==> src/rtl/hwpe_ctrl_regfile_bist_ctrl_pkg.sv <==
// Shared definitions for the register-file march-test sequencer:
// state encoding, fail counter width and small state/counter helpers.
package hwpe_ctrl_bist_package;

  localparam int unsigned FailCntWidth = 8;

  typedef logic [3:0] bist_state_t;

  localparam bist_state_t IDLE  = 4'd0;
  localparam bist_state_t M0_W  = 4'd1;
  localparam bist_state_t M1_R  = 4'd2;
  localparam bist_state_t M1_W  = 4'd3;
  localparam bist_state_t M2_R  = 4'd4;
  localparam bist_state_t M2_W  = 4'd5;
  localparam bist_state_t M3_R  = 4'd6;
  localparam bist_state_t DRAIN = 4'd7;
  localparam bist_state_t DONE  = 4'd8;

  function automatic logic is_busy_state(input bist_state_t s);
    return (s != IDLE) && (s != DONE);
  endfunction

  function automatic logic is_access_state(input bist_state_t s);
    return is_busy_state(s) && (s != DRAIN);
  endfunction

  function automatic logic is_write_state(input bist_state_t s);
    return (s == M0_W) || (s == M1_W) || (s == M2_W);
  endfunction

  function automatic logic is_read_state(input bist_state_t s);
    return (s == M1_R) || (s == M2_R) || (s == M3_R);
  endfunction

  function automatic logic [FailCntWidth-1:0] sat_inc(input logic [FailCntWidth-1:0] v);
    return (v == {FailCntWidth{1'b1}}) ? v : v + {{(FailCntWidth-1){1'b0}}, 1'b1};
  endfunction

endpackage

==> src/rtl/hwpe_ctrl_regfile_bist_ctrl_checker.sv <==
// Read-compare stage of the BIST sequencer: delays a read's expected value
// and address by one cycle to meet returning data, and keeps the fail record.
module hwpe_ctrl_bist_checker
  import hwpe_ctrl_bist_package::*;
#(
  parameter int unsigned AddrWidth = 5,
  parameter int unsigned DataWidth = 32
) (
  input  logic                    clk_i,
  input  logic                    rst_i,
  input  logic                    clear_i,
  input  logic                    flush_i,
  input  logic                    rd_issue_i,
  input  logic [DataWidth-1:0]    rd_exp_i,
  input  logic [AddrWidth-1:0]    rd_addr_i,
  input  logic [DataWidth-1:0]    rdata_i,
  output logic                    fail_o,
  output logic [AddrWidth-1:0]    fail_addr_o,
  output logic [FailCntWidth-1:0] fail_cnt_o
);

  logic                    valid_q, valid_d;
  logic [DataWidth-1:0]    exp_q, exp_d;
  logic [AddrWidth-1:0]    addr_q, addr_d;
  logic                    fail_q, fail_d;
  logic [AddrWidth-1:0]    fail_addr_q, fail_addr_d;
  logic [FailCntWidth-1:0] fail_cnt_q, fail_cnt_d;
  logic                    mismatch_s;

  // Compare pipeline and fail bookkeeping next-state logic.
  always_comb begin
    mismatch_s = valid_q & ~flush_i & (rdata_i != exp_q);
    valid_d    = rd_issue_i & ~flush_i & ~clear_i;
    if (rd_issue_i) begin
      exp_d  = rd_exp_i;
      addr_d = rd_addr_i;
    end else begin
      exp_d  = '0;
      addr_d = '0;
    end
    fail_d      = fail_q;
    fail_addr_d = fail_addr_q;
    fail_cnt_d  = fail_cnt_q;
    if (clear_i) begin
      fail_d      = 1'b0;
      fail_addr_d = '0;
      fail_cnt_d  = '0;
    end else if (mismatch_s) begin
      fail_d     = 1'b1;
      fail_cnt_d = sat_inc(fail_cnt_q);
      // Only the first mismatch of a run records its address.
      if (fail_cnt_q == {FailCntWidth{1'b0}}) begin
        fail_addr_d = addr_q;
      end else begin
        fail_addr_d = fail_addr_q;
      end
    end else begin
      fail_d = fail_q;
    end
  end

  // Checker state registers.
  always_ff @(posedge clk_i) begin
    if (rst_i) begin
      valid_q     <= 1'b0;
      exp_q       <= '0;
      addr_q      <= '0;
      fail_q      <= 1'b0;
      fail_addr_q <= '0;
      fail_cnt_q  <= '0;
    end else begin
      valid_q     <= valid_d;
      exp_q       <= exp_d;
      addr_q      <= addr_d;
      fail_q      <= fail_d;
      fail_addr_q <= fail_addr_d;
      fail_cnt_q  <= fail_cnt_d;
    end
  end

  assign fail_o      = fail_q;
  assign fail_addr_o = fail_addr_q;
  assign fail_cnt_o  = fail_cnt_q;

endmodule

==> src/rtl/hwpe_ctrl_regfile_bist_ctrl.sv <==
// March-test sequencer driving the register-file wrapper BIST port:
// W(P) up, R(P)W(~P) up, R(~P)W(P) down, R(P) up, then a drain cycle.
module hwpe_ctrl_regfile_bist_ctrl
  import hwpe_ctrl_bist_package::*;
#(
  parameter int unsigned AddrWidth = 5,
  parameter int unsigned DataWidth = 32,
  parameter int unsigned NumByte   = DataWidth / 8,
  parameter int unsigned NumWords  = 2 ** AddrWidth
) (
  input  logic                    clk_i,
  input  logic                    rst_i,
  input  logic                    start_i,
  input  logic                    abort_i,
  input  logic [DataWidth-1:0]    pattern_i,
  output logic                    bist_o,
  output logic                    csn_o,
  output logic                    wen_o,
  output logic [AddrWidth-1:0]    addr_o,
  output logic [DataWidth-1:0]    wdata_o,
  output logic [NumByte-1:0]      be_o,
  input  logic [DataWidth-1:0]    rdata_i,
  output logic                    busy_o,
  output logic                    done_o,
  output logic                    fail_o,
  output logic [AddrWidth-1:0]    fail_addr_o,
  output logic [FailCntWidth-1:0] fail_cnt_o
);

  localparam logic [AddrWidth-1:0] LastAddr = AddrWidth'(NumWords - 1);
  localparam logic [AddrWidth-1:0] AddrOne  = AddrWidth'(1);

  bist_state_t          state_q, state_d;
  logic [AddrWidth-1:0] cnt_q, cnt_d;
  logic [DataWidth-1:0] pattern_q, pattern_d;
  logic                 bist_q, bist_d;
  logic                 csn_q, csn_d;
  logic                 wen_q, wen_d;
  logic [AddrWidth-1:0] addr_q, addr_d;
  logic [DataWidth-1:0] wdata_q, wdata_d;
  logic [NumByte-1:0]   be_q, be_d;
  logic                 busy_q, busy_d;
  logic                 done_q, done_d;
  logic                 start_acc_s, abort_acc_s, access_s;
  logic [DataWidth-1:0] rd_exp_s;

  // March sequencing: state and address counter next-state logic.
  always_comb begin
    state_d     = state_q;
    cnt_d       = cnt_q;
    pattern_d   = pattern_q;
    start_acc_s = 1'b0;
    abort_acc_s = 1'b0;
    if (is_busy_state(state_q) && abort_i) begin
      abort_acc_s = 1'b1;
      state_d     = IDLE;
      cnt_d       = '0;
    end else begin
      case (state_q)
        IDLE, DONE: begin
          if (start_i) begin
            start_acc_s = 1'b1;
            pattern_d   = pattern_i;
            state_d     = M0_W;
            cnt_d       = '0;
          end else begin
            state_d = state_q;
          end
        end
        M0_W: begin
          if (cnt_q == LastAddr) begin
            state_d = M1_R;
            cnt_d   = '0;
          end else begin
            cnt_d = cnt_q + AddrOne;
          end
        end
        M1_R: state_d = M1_W;
        M1_W: begin
          if (cnt_q == LastAddr) begin
            state_d = M2_R;
            cnt_d   = LastAddr;
          end else begin
            state_d = M1_R;
            cnt_d   = cnt_q + AddrOne;
          end
        end
        M2_R: state_d = M2_W;
        M2_W: begin
          if (cnt_q == {AddrWidth{1'b0}}) begin
            state_d = M3_R;
            cnt_d   = '0;
          end else begin
            state_d = M2_R;
            cnt_d   = cnt_q - AddrOne;
          end
        end
        M3_R: begin
          if (cnt_q == LastAddr) begin
            state_d = DRAIN;
            cnt_d   = '0;
          end else begin
            cnt_d = cnt_q + AddrOne;
          end
        end
        DRAIN: state_d = DONE;
        default: begin
          state_d = IDLE;
          cnt_d   = '0;
        end
      endcase
    end
  end

  // Port values for the upcoming state, so every output comes from a flop.
  always_comb begin
    access_s = is_access_state(state_d);
    csn_d    = ~access_s;
    wen_d    = ~is_write_state(state_d);
    busy_d   = is_busy_state(state_d);
    bist_d   = busy_d;
    done_d   = (state_d == DONE);
    if (access_s) begin
      addr_d = cnt_d;
      be_d   = {NumByte{1'b1}};
    end else begin
      addr_d = '0;
      be_d   = '0;
    end
    case (state_d)
      M0_W, M2_W: wdata_d = pattern_d;
      M1_W:       wdata_d = ~pattern_d;
      default:    wdata_d = '0;
    endcase
  end

  // Sequencer and output registers.
  always_ff @(posedge clk_i) begin
    if (rst_i) begin
      state_q   <= IDLE;
      cnt_q     <= '0;
      pattern_q <= '0;
      bist_q    <= 1'b0;
      csn_q     <= 1'b1;
      wen_q     <= 1'b1;
      addr_q    <= '0;
      wdata_q   <= '0;
      be_q      <= '0;
      busy_q    <= 1'b0;
      done_q    <= 1'b0;
    end else begin
      state_q   <= state_d;
      cnt_q     <= cnt_d;
      pattern_q <= pattern_d;
      bist_q    <= bist_d;
      csn_q     <= csn_d;
      wen_q     <= wen_d;
      addr_q    <= addr_d;
      wdata_q   <= wdata_d;
      be_q      <= be_d;
      busy_q    <= busy_d;
      done_q    <= done_d;
    end
  end

  assign rd_exp_s = (state_q == M2_R) ? ~pattern_q : pattern_q;

  hwpe_ctrl_bist_checker #(
    .AddrWidth (AddrWidth),
    .DataWidth (DataWidth)
  ) i_checker (
    .clk_i       (clk_i),
    .rst_i       (rst_i),
    .clear_i     (start_acc_s),
    .flush_i     (abort_acc_s),
    .rd_issue_i  (is_read_state(state_q)),
    .rd_exp_i    (rd_exp_s),
    .rd_addr_i   (cnt_q),
    .rdata_i     (rdata_i),
    .fail_o      (fail_o),
    .fail_addr_o (fail_addr_o),
    .fail_cnt_o  (fail_cnt_o)
  );

  assign bist_o  = bist_q;
  assign csn_o   = csn_q;
  assign wen_o   = wen_q;
  assign addr_o  = addr_q;
  assign wdata_o = wdata_q;
  assign be_o    = be_q;
  assign busy_o  = busy_q;
  assign done_o  = done_q;

endmodule

==> config.mk <==
export PLATFORM = sky130hd
export DESIGN_NAME = hwpe_ctrl_regfile_bist_ctrl
export DESIGN_NICKNAME = d
export VERILOG_FILES = /design/src/rtl/hwpe_ctrl_regfile_bist_ctrl_pkg.sv /design/src/rtl/hwpe_ctrl_regfile_bist_ctrl_checker.sv /design/src/rtl/hwpe_ctrl_regfile_bist_ctrl.sv
export SDC_FILE = /design/constraint.sdc
export NUM_CORES = 1
export LEC_CHECK = 0
export ABC_CLOCK_PERIOD_IN_PS = 2200
export CAP_MARGIN = 10
export CORE_MARGIN = 4
export CORE_UTILIZATION = 44
export DETAILED_ROUTE_END_ITERATION = 12
export HOLD_SLACK_MARGIN = 0.06
export PLACE_DENSITY = 0.73
export SYNTH_ARGS = -nofsm -noshare
export SYNTH_HDL_FRONTEND = slang
export SYNTH_SLANG_ARGS = --single-unit
export TNS_END_PERCENT = 30
==> constraint.sdc <==
create_clock -name clk_i -period 2.2 [get_ports clk_i]
set_input_delay 0.44 -clock clk_i [delete_from_list [all_inputs] [get_ports clk_i]]
set_output_delay 0.44 -clock clk_i [all_outputs]
set_load 0.02 [all_outputs]
==> out/qor.yml, run 1 <==
outcome: "complete, but fails checks"
violations: "setup timing"
yosys.area_share.simple_pct: 16.61
fmax_mhz: 451.0
area_delta_synth_final_pct: 42.60
clockRootBuffer: "clkbuf_16"
peakVddDrop_mv: 0.4118
antenna_cells: 0
hold_buffers: 0
cts_tree: "built"
synth_top_area_share_pct: 48.35
die_h_um: 120.7
clk_pin_slew_ns: 0.06
grt.busiest_layer: "met2"
hold_viol_final: 0
p_per_area_nw_per_um2: 765.1
finalMaxSlewViolations: 0
clk_path_buf_depth: 2
use_met3_pct: 4.397
design.portCount: 128
utilization_pct: 65.27
synthAdderAreaFrac_pct: 1.567
critPathKind: "register to register"
syn_area_sq_um: 5589
synth_seq_area_share_pct: 48.35
fin_crit_ns: 2.217
rrSetupSlack_ns: -0.02
hpwl_mm: 10.35
power_frac_comb_pct: 12.0
synth_top_family_by_area: "simple AND/OR/NAND/NOR gates"
p_sw_mw: 1.438
synth-xor-area-share_pct: 10.34
crit_fanout: 5
yosysMostFrequentCell: "dfxtp_1"
tns_ns: -0.04126
reg2reg_from: "cnt_q[0]"
synth_area_leaders: "dfxtp_1 48%, mux2i_1 13%, nor2_1 6.4%"
pwr-share-seq_pct: 42.4
grt_pass1_wl_mm: 22.93
synth_mux_area_share_pct: 12.54
tightest_slew_ns: 0.4839
ant_nets: 0
cts_buffers: 17
syn_inst: 565
use_met1_pct: 25.04
async_flop_share_pct: 0
drive_gt1_share_pct: 14.84
fp-row-count: 40
timing.rr.end: "addr_o[3]"
drt_iter0_drc: 375
min_period_over_period_pct: 100.8
rsz0062_at_grt: "yes"
place_congestion: 0.8679
drt-total-wl_mm: 14.34
antenna_found_initial: 0
grt_max_degree: 33
use_met2_pct: 33.15
synth-edff-count: 0
min_from: "rst_i"
drv_cap: 0
grt_overflow: 0
clk_latency_ns: 0.42
grt_pass1_vias: 4551
clock_skew_ns: 0.01017
portBuffers: 127
ys_warn_count: 0
routedWlPerCell_um: 16.01
p_leak_nw: 3.250
dr.pass1.iters: 4
synth_ff_type: "dfxtp_1"
ys_ff_latch: 135
grt.total_usage_pct: 19.88
dieArea_sq_um: 14570
reg2reg_depth: 10
start_util_pct: 45.77
nets: 790
fp.dieW_um: 120.7
p_clk_share_pct: 45.7
core_area_sq_um: 12210
end_kind: "register"
avgSynthCellArea_sq_um: 9.892
synth-compound-area-share_pct: 6.156
hold_end: "pattern_q[29]"
via_count: 4447
synthTopCellsByCount: "135 x dfxtp_1, 95 x nor2_1, 70 x mux2i_1"
swShare_pct: 23.58
yosysUniqueCellTypes: 50
max_slew_margin_pct: 67.69
drc: 0
start_kind: "register"
hold_depth: 2
worst_slack_ns: -0.01726
yosysTopAreaCell: "dfxtp_1"
hold_class: "primary input to register"
clock-sinks: 135
p_int_mw: 4.660
viasPerCell: 4.963
htreeDepth: 4
setup_viol: 5
crit_required_ns: 2.55
arrival_ns: 2.57
syn_nets: 640
worst max-delay path, cell delays in order, from the launching register on:
cell and delay (ns):
dfxtp_2 0.33, ha_4 0.16, and3_4 0.17, ha_4 0.18, o21ai_2 0.10, nand2_1 0.10, o211a_4 0.24, o2111a_1 0.24
or3_4 0.41, buf_6 0.15, nor2_2 0.06
layout make-up:
class	instances	area, sq um
clock buffers	22	464.2
flip-flops and latches	135	2706
repair buffers	172	1673
multi-input cells	379	2759
inverters	10	37.54
well taps	168	210.2
fillers	1004	4242
clock inverters	10	120.1
power by group through the flow:
stage               registers (mW)  clock network, mW  logic [mW]
floorplan                     2.68                  0       0.331
global placement              2.63                  0       0.698
detailed placement            2.64                  0       0.708
CTS                           2.58               2.82       0.721
global route                  2.59               2.93       0.782
finish                        2.59               2.78       0.729
metal layers:
layer / vias up / part of all wire [%]
met5: - / 0
met4: 0 / 1.8
met3: 18 / 4.1
met2: 106 / 50
met1: 2107 / 44
li1: 2216 / -
through the flow:
step	cell area [sq um]	power [mW]	hold slack [ns]	cells	setup slack, ns
5_1_grt	7970	6.307	0.3191	896	-0.07208
3_3_place_gp	7259	3.330	0.4291	862	-0.3599
2_1_floorplan	5618	3.007	0.4202	565	0.007031
3_5_place_dp	7259	3.344	0.4350	862	-0.3732
4_1_cts	7865	6.123	0.3012	894	0.01304
6_report	7970	6.098	0.3049	896	-0.01726
what timing repair did:
item	4_1_cts	5_1_grt
resized for setup	6	23
endpoints found under the setup margin	38	44
endpoints found under the hold margin	0	0
setup buffers	0	2
pin swaps	2	6
sequential cells by signal, summed over array words and instances, names as in the netlist, 4 cells and up:
register               count
wdata_o                   32
addr_o                     5
state_q                    4
pattern_q                 32
cnt_q                      5
i_checker.fail_cnt_o       8
i_checker.exp_q           32
i_checker.addr_q           5
i_checker.fail_addr_o      5
placed cells by master (no fill, tap or decap), drive strengths merged, types with 10 or more instances in the layout:
master | netlist | final
nand2 | 21 | 21
nand3 | 10 | 10
buf | 23 | 46
inv | 10 | 11
a21oi | 13 | 13
nor4 | 13 | 13
o21ai | 11 | 11
mux2i | 70 | 70
clkdlybuf4s50 | 0 | 126
xor2 | 34 | 34
xnor2 | 32 | 32
dfxtp | 135 | 135
nor2 | 95 | 95
clkbuf | 18 | 22
how the worst max path moves through the flow:
stage                                     endpoint  depth (start not counted)         from  slack (ns)
final                                    addr_o[3]                         10     cnt_q[0]       -0.02
after global routing                     addr_o[3]                         10     cnt_q[0]       -0.07
after CTS                                addr_o[1]                         10     cnt_q[1]        0.01
after global placement    i_checker.fail_addr_o[3]                          8  rdata_i[23]       -0.36
after detailed placement  i_checker.fail_addr_o[3]                          8  rdata_i[23]       -0.37
after floorplan                          addr_o[0]                         10     cnt_q[1]       0.007
cell families (layout without fill, tap and decap cells):
| group | Yosys count | count (layout) |
|---|---|---|
| adders and majority gates | 7 | 7 |
| and+or+nand+nor | 187 | 187 |
| xor gates and xnor gates | 66 | 66 |
| AOI/OAI and AO/OA | 49 | 49 |
| DFF | 135 | 135 |
| buffers and inverters | 51 | 214 |
| muxes | 70 | 70 |
No activity file was read; power rests on OpenSTA's default activity.
==> run 2, diff against run 1 <==
--- a/config.mk
+++ b/config.mk
@@ -12,6 +12,7 @@
 export DETAILED_ROUTE_END_ITERATION = 12
 export HOLD_SLACK_MARGIN = 0.06
 export PLACE_DENSITY = 0.73
+export SKIP_LAST_GASP = 1
 export SYNTH_ARGS = -nofsm -noshare
 export SYNTH_HDL_FRONTEND = slang
 export SYNTH_SLANG_ARGS = --single-unit
==> run 2 against run 1 <==
  * The flow still finishes with violations (setup timing)
  * Critical endpoint is now addr_o[2]
  * First-iteration DRC count up 3.2%
  * Maximum frequency about the same
  * Clock skew down 0.0049 ns
  * Largest power group unchanged
  * Cell count unchanged
  * Register-to-register slack about the same
  * Clock power about the same
  * Final area about the same
  * Flip-flop and latch count unchanged
  * Critical path depth unchanged
  * Worst setup slack better by 0.0018 ns
  * Combinational power about the same
==> out/qor.yml, run 2 (same netlist as run 1, synthesis figures left out) <==
use_met2_pct: 33.15  # unchanged
tightest_slew_ns: 0.4900  # +0.006051 ns
grt_pass1_wl_mm: 22.93  # unchanged
fp-row-count: 40  # unchanged
grt_max_degree: 33  # unchanged
via_count: 4455  # +0.18%
core_area_sq_um: 12210  # unchanged
grt.total_usage_pct: 19.88  # unchanged
cp_num_buf_inv: 1  # unchanged
critPathSlowestCell: "or3_4"
start_util_pct: 45.77  # unchanged
dieArea_sq_um: 14570  # unchanged
clk_path_buf_depth: 2  # unchanged
place_congestion: 0.8679  # unchanged
cts_tree: "built"
grt_overflow: 0  # unchanged
use_met1_pct: 25.04  # unchanged
clock-sinks: 135  # unchanged
arrival_ns: 2.57  # about the same
drive_gt1_share_pct: 14.56  # -0.27 points
finalMaxSlewViolations: 0  # unchanged
ant_nets: 0  # unchanged
drv_cap: 0  # unchanged
worst_slack_ns: -0.01544  # +0.001825 ns
peakVddDrop_mv: 0.4107  # -0.28%
viasPerCell: 4.972  # +0.18%
drt_iter0_drc: 387  # +3.2%
hold_class: "primary input to register"
use_met3_pct: 4.397  # unchanged
clock_skew_ns: 0.005321  # -0.004851 ns
routedWlPerCell_um: 16.03  # +0.12%
hold_viol_final: 0  # unchanged
dp_cells: 862  # unchanged
start_kind: "register"
nets: 790  # unchanged
hpwl_mm: 10.35  # unchanged
drt-total-wl_mm: 14.36  # +0.12%
cts_buffers: 17  # unchanged
end_kind: "register"
min_period_over_period_pct: 100.7  # about the same
final_cell_mix: "132 x dfxtp_1, 126 x clkdlybuf4s50_1, 92 x nor2_1"
area_delta_synth_final_pct: 42.49  # about the same
crit_path_max_incr_delay_ns: 0.41  # about the same
grt_pass1_vias: 4551  # unchanged
portBuffers: 127  # unchanged
fin_crit_ns: 2.215  # -0.001825 ns
cpMostUsedCell: "ha_4"
crit_fanout: 5  # unchanged
clockRootBuffer: "clkbuf_16"
design.portCount: 128  # unchanged
fmax_mhz: 451.4  # about the same
htreeDepth: 4  # unchanged
drc: 0  # unchanged
path_cells: "ha_4 > and3_4 > ha_4 > o21ai_2 > nand2_1 > o211a_4 > o2111a_1 > or3_4 > buf_6 > nor2_1"
utilization_pct: 65.22  # about the same
fillCellCount: 1007  # +0.30%
violations: "setup timing"
finalNonFillerCells: 896  # unchanged
fp.dieW_um: 120.7  # unchanged
setup_viol: 4  # -1
p_per_area_nw_per_um2: 765.4  # about the same
hold_buffers: 0  # unchanged
critPathTopFamily: "simple AND/OR/NAND/NOR gates"
critPathKind: "register to register"
crit_required_ns: 2.55  # about the same
grt.busiest_layer: "met2"
outcome: "complete, but fails checks"
max_slew_margin_pct: 67.29  # -0.40 points
rsz0062_at_grt: "yes"
die_h_um: 120.7  # unchanged
p_leak_nw: 3.249  # about the same
dr.pass1.iters: 5  # +1
clk_latency_ns: 0.41  # about the same
final_common_cell: "dfxtp_1"
antenna_cells: 0  # unchanged
antenna_found_initial: 0  # unchanged
clk_pin_slew_ns: 0.06  # about the same
[run 2: worst reg2reg max path, stage by stage, from the launching register on]
cell	delay, ns
dfxtp_2	0.33
ha_4	0.16
and3_4	0.17
ha_4	0.18
o21ai_2	0.10
nand2_1	0.10
o211a_4	0.24
o2111a_1	0.24
or3_4	0.41
buf_6	0.15
nor2_1	0.07
[run 2: timing repair]
| action | 4_1_cts | 5_1_grt |
|---|---|---|
| pin swaps | 1 | 7 |
| endpoints found under the hold margin | 0 | 0 |
| endpoints found under the setup margin | 38 | 47 |
| buffers inserted | 0 | 2 |
| gates resized for setup | 6 | 21 |
[run 2: worst paths after layout]
| kind | from | endpoint | slack, ns | cells after the start |
|---|---|---|---|---|
| worst max-delay path | cnt_q[0] | addr_o[2] | -0.02 | 10 |
| worst min-delay path | rst_i | pattern_q[29] | 0.31 | 2 |
| worst max register to register | cnt_q[0] | addr_o[2] | -0.02 | 10 |
| worst min register to register | i_checker.addr_q[0] | i_checker.fail_addr_o[0] | 0.44 | 2 |
[run 2: cell type report]
class / count / area [sq um] / area share, %
Tap cell: 168 / 210.2 / 2.639
Clock inverter: 10 / 120.1 / 1.508
Inverter: 10 / 37.54 / 0.4713
Clock buffer: 22 / 464.2 / 5.829
Sequential cell: 135 / 2706 / 33.98
Multi-Input combinational cell: 379 / 2753 / 34.56
Timing Repair Buffer: 172 / 1673 / 21.01
[run 2: report_power, final]
part | switching [mW] | total, mW | internal, mW
clock network | 1.05 | 2.78 | 1.73
registers | 0.0526 | 2.59 | 2.53
logic | 0.333 | 0.728 | 0.395
total | 1.44 | 6.10 | 4.66
[run 2: routing by layer]
layer	part of all wire, %	wire, um
met3	4.4	631
met2	50	7125
met5	0	0
met1	44	6340
met4	1.8	265
[run 2: through the flow]
step	setup TNS [ns]	instance area [sq um]	power (mW)	setup WS (ns)	hold slack (ns)
finish	-0.03851	7964	6.096	-0.01544	0.3102
global route	-0.5896	7964	6.307	-0.07986	0.3191
floorplan	0	5618	3.007	0.007031	0.4202
CTS	-0.04211	7865	6.123	-0.01691	0.3012
global placement	-9.101	7259	3.330	-0.3599	0.4291
detailed placement	-11.15	7259	3.344	-0.3732	0.4350
==> run 3, diff against run 2 <==
--- a/config.mk
+++ b/config.mk
@@ -5,7 +5,7 @@
 export SDC_FILE = /design/constraint.sdc
 export NUM_CORES = 1
 export LEC_CHECK = 0
-export ABC_CLOCK_PERIOD_IN_PS = 2200
+export ABC_CLOCK_PERIOD_IN_PS = 1900
 export CAP_MARGIN = 10
 export CORE_MARGIN = 4
 export CORE_UTILIZATION = 44
==> constraint.sdc (replaced) <==
create_clock -name clk_i -period 1.9 [get_ports clk_i]
set_input_delay 0.38 -clock clk_i [delete_from_list [all_inputs] [get_ports clk_i]]
set_output_delay 0.38 -clock clk_i [all_outputs]
set_load 0.02 [all_outputs]
==> run 3 against run 2 <==
  * The flow still finishes with violations (setup timing)
  * Flip-flop and latch count unchanged
  * Hold slack improved by 0.13 ns
  * Power increased by 18%
  * Non-clock buffer count increased by 18
  * Cell count increased by 2.0%
  * Register-to-register slack got worse by 0.33 ns
  * Critical path depth decreased by 1
  * Global-route usage increased by 0.60 points
  * Die area unchanged
  * Worst setup slack got worse by 0.33 ns
  * Core utilization increased by 1.3 points
  * Combinational power increased by 21%
  * Critical endpoint is now addr_o[0]
==> out/qor.yml, run 3 (same netlist as run 1, synthesis figures left out) <==
clock-sinks: 135  # unchanged
drc: 0  # unchanged
hpwl_mm: 10.58  # +2.3%
fin_crit_ns: 2.247  # +0.03190 ns
min_period_over_period_pct: 118.3  # +18 points
outcome: "complete, but fails checks"
final_common_cell: "dfxtp_1"
crit_path_max_incr_delay_ns: 0.42  # about the same
clk_pin_slew_ns: 0.06  # about the same
cpMostUsedCell: "ha_4"
p_per_area_nw_per_um2: 886.9  # +16%
setup_viol: 61  # +57
final_cell_mix: "133 x dfxtp_1, 126 x clkdlybuf4s50_1, 94 x nor2_1"
die_h_um: 120.7  # unchanged
critPathLaunch: "cnt_q[0]"
drv_cap: 0  # unchanged
antenna_found_initial: 0  # unchanged
grt_overflow: 0  # unchanged
antenna_cells: 0  # unchanged
hold_viol_final: 0  # unchanged
via_count: 4488  # +0.74%
drt-total-wl_mm: 14.72  # +2.5%
tightest_slew_ns: 0.4401  # -0.04992 ns
portBuffers: 127  # unchanged
design.portCount: 128  # unchanged
clk_latency_ns: 0.42  # about the same
area_delta_synth_final_pct: 45.33
hold_class: "register to register"
clockRootBuffer: "clkbuf_16"
end_kind: "register"
fmax_mhz: 445.0  # -1.4%
cts_tree: "built"
fp-row-count: 40  # unchanged
arrival_ns: 2.60  # +0.03 ns
clk_path_buf_depth: 2  # unchanged
p_leak_nw: 3.337  # +2.7%
worst_slack_ns: -0.3473  # -0.3319 ns
drive_gt1_share_pct: 16.89  # +2.3 points
critPathSlowestCell: "or3_4"
critPathKind: "register to register"
peakVddDrop_mv: 0.6780  # +65%
viasPerCell: 4.910  # -1.2%
finalMaxSlewViolations: 0  # unchanged
max_slew_margin_pct: 70.39  # +3.1 points
tns_ns: -9.995  # -9.957 ns
fp.dieW_um: 120.7  # unchanged
min_from: "i_checker.addr_q[2]"
rsz0062_at_grt: "yes"
routedWlPerCell_um: 16.10  # +0.47%
core_area_sq_um: 12210  # unchanged
ant_nets: 0  # unchanged
path_cells: "ha_4 > and3_4 > ha_4 > o21ai_2 > nand2_2 > o211a_4 > o2111a_1 > or3_4 > a211oi_2"
grt.total_usage_pct: 20.48  # +0.60 points
start_util_pct: 45.77  # unchanged
dieArea_sq_um: 14570  # unchanged
violations: "setup timing"
start_kind: "register"
reg2reg_from: "cnt_q[0]"
htreeDepth: 4  # unchanged
place_congestion: 0.8581  # -1.1%
nets: 808  # +2.3%
grt_max_degree: 33  # unchanged
dr.pass1.iters: 4  # -1
crit_required_ns: 2.25  # -0.30 ns
grt_pass1_vias: 4651  # +2.2%
utilization_pct: 66.52  # +1.3 points
drt_iter0_drc: 347  # -10%
clock_skew_ns: 0.01197  # +0.006651 ns
crit_fanout: 7  # +2
cts_buffers: 17  # unchanged
place_ws_ns: -0.5958  # -0.2226 ns
grt_pass1_wl_mm: 23.34  # +1.8%
-- run 3: timing repair --
action | in CTS | in global routing
gates cloned | 0 | 0
hold buffers | 0 | 0
gates resized for setup | 12 | 11
setup buffers | 5 | 3
endpoints found under the hold margin | 0 | 0
setup endpoints to repair | 55 | 69
pin swaps | 4 | 9
-- run 3: layout make-up --
type                            count  area [sq um]
Inverter                           10         37.54
Fill cell                        1020          4089
Clock buffer                       18         429.2
Tap cell                          168         210.2
Multi-Input combinational cell    379          2738
Sequential cell                   135          2708
Timing Repair Buffer              190          1826
Clock inverter                     14         175.2
-- run 3: path summary, 6_finish.rpt --
path | end | slack [ns] | depth (start not counted)
setup reg to reg | addr_o[0] | -0.35 | 9
hold reg to reg | i_checker.fail_addr_o[2] | 0.44 | 2
hold / removal | i_checker.fail_addr_o[2] | 0.44 | 2
setup / recovery | addr_o[0] | -0.35 | 9
-- run 3: per-layer routing --
metal / vias up / track usage (%) / share of wire (%)
met5: - / 0 / 0
met4: 0 / 7.507 / 1.7
met3: 23 / 5.659 / 4.3
met2: 111 / 35.14 / 51
met1: 2113 / 24.46 / 43
li1: 2241 / - / -
-- run 3: through the flow --
stage          total power [mW]  std cells  hold WS, ns  cell area (sq um)
2_1_floorplan             3.483        565       0.4202               5633
3_3_place_gp              3.865        874       0.4249               7376
3_5_place_dp              3.881        874       0.4286               7376
4_1_cts                   7.245        911       0.4375               8074
5_1_grt                   7.476        914       0.4450               8123
6_report                  7.204        914       0.4368               8123
-- run 3: worst max-delay path: cells and delay by family, from the launching register on --
family          cells  cell delay, ns
simple gates        3            0.69
compound gates      4            0.82
fa+ha+maj           2            0.33
flops               1            0.35
-- run 3: report_power, final --
part | leakage [nW] | internal (mW) | switching (mW)
logic | 1.95 | 0.480 | 0.402
clock network | 0.287 | 2.07 | 1.27
registers | 1.10 | 2.93 | 0.0526
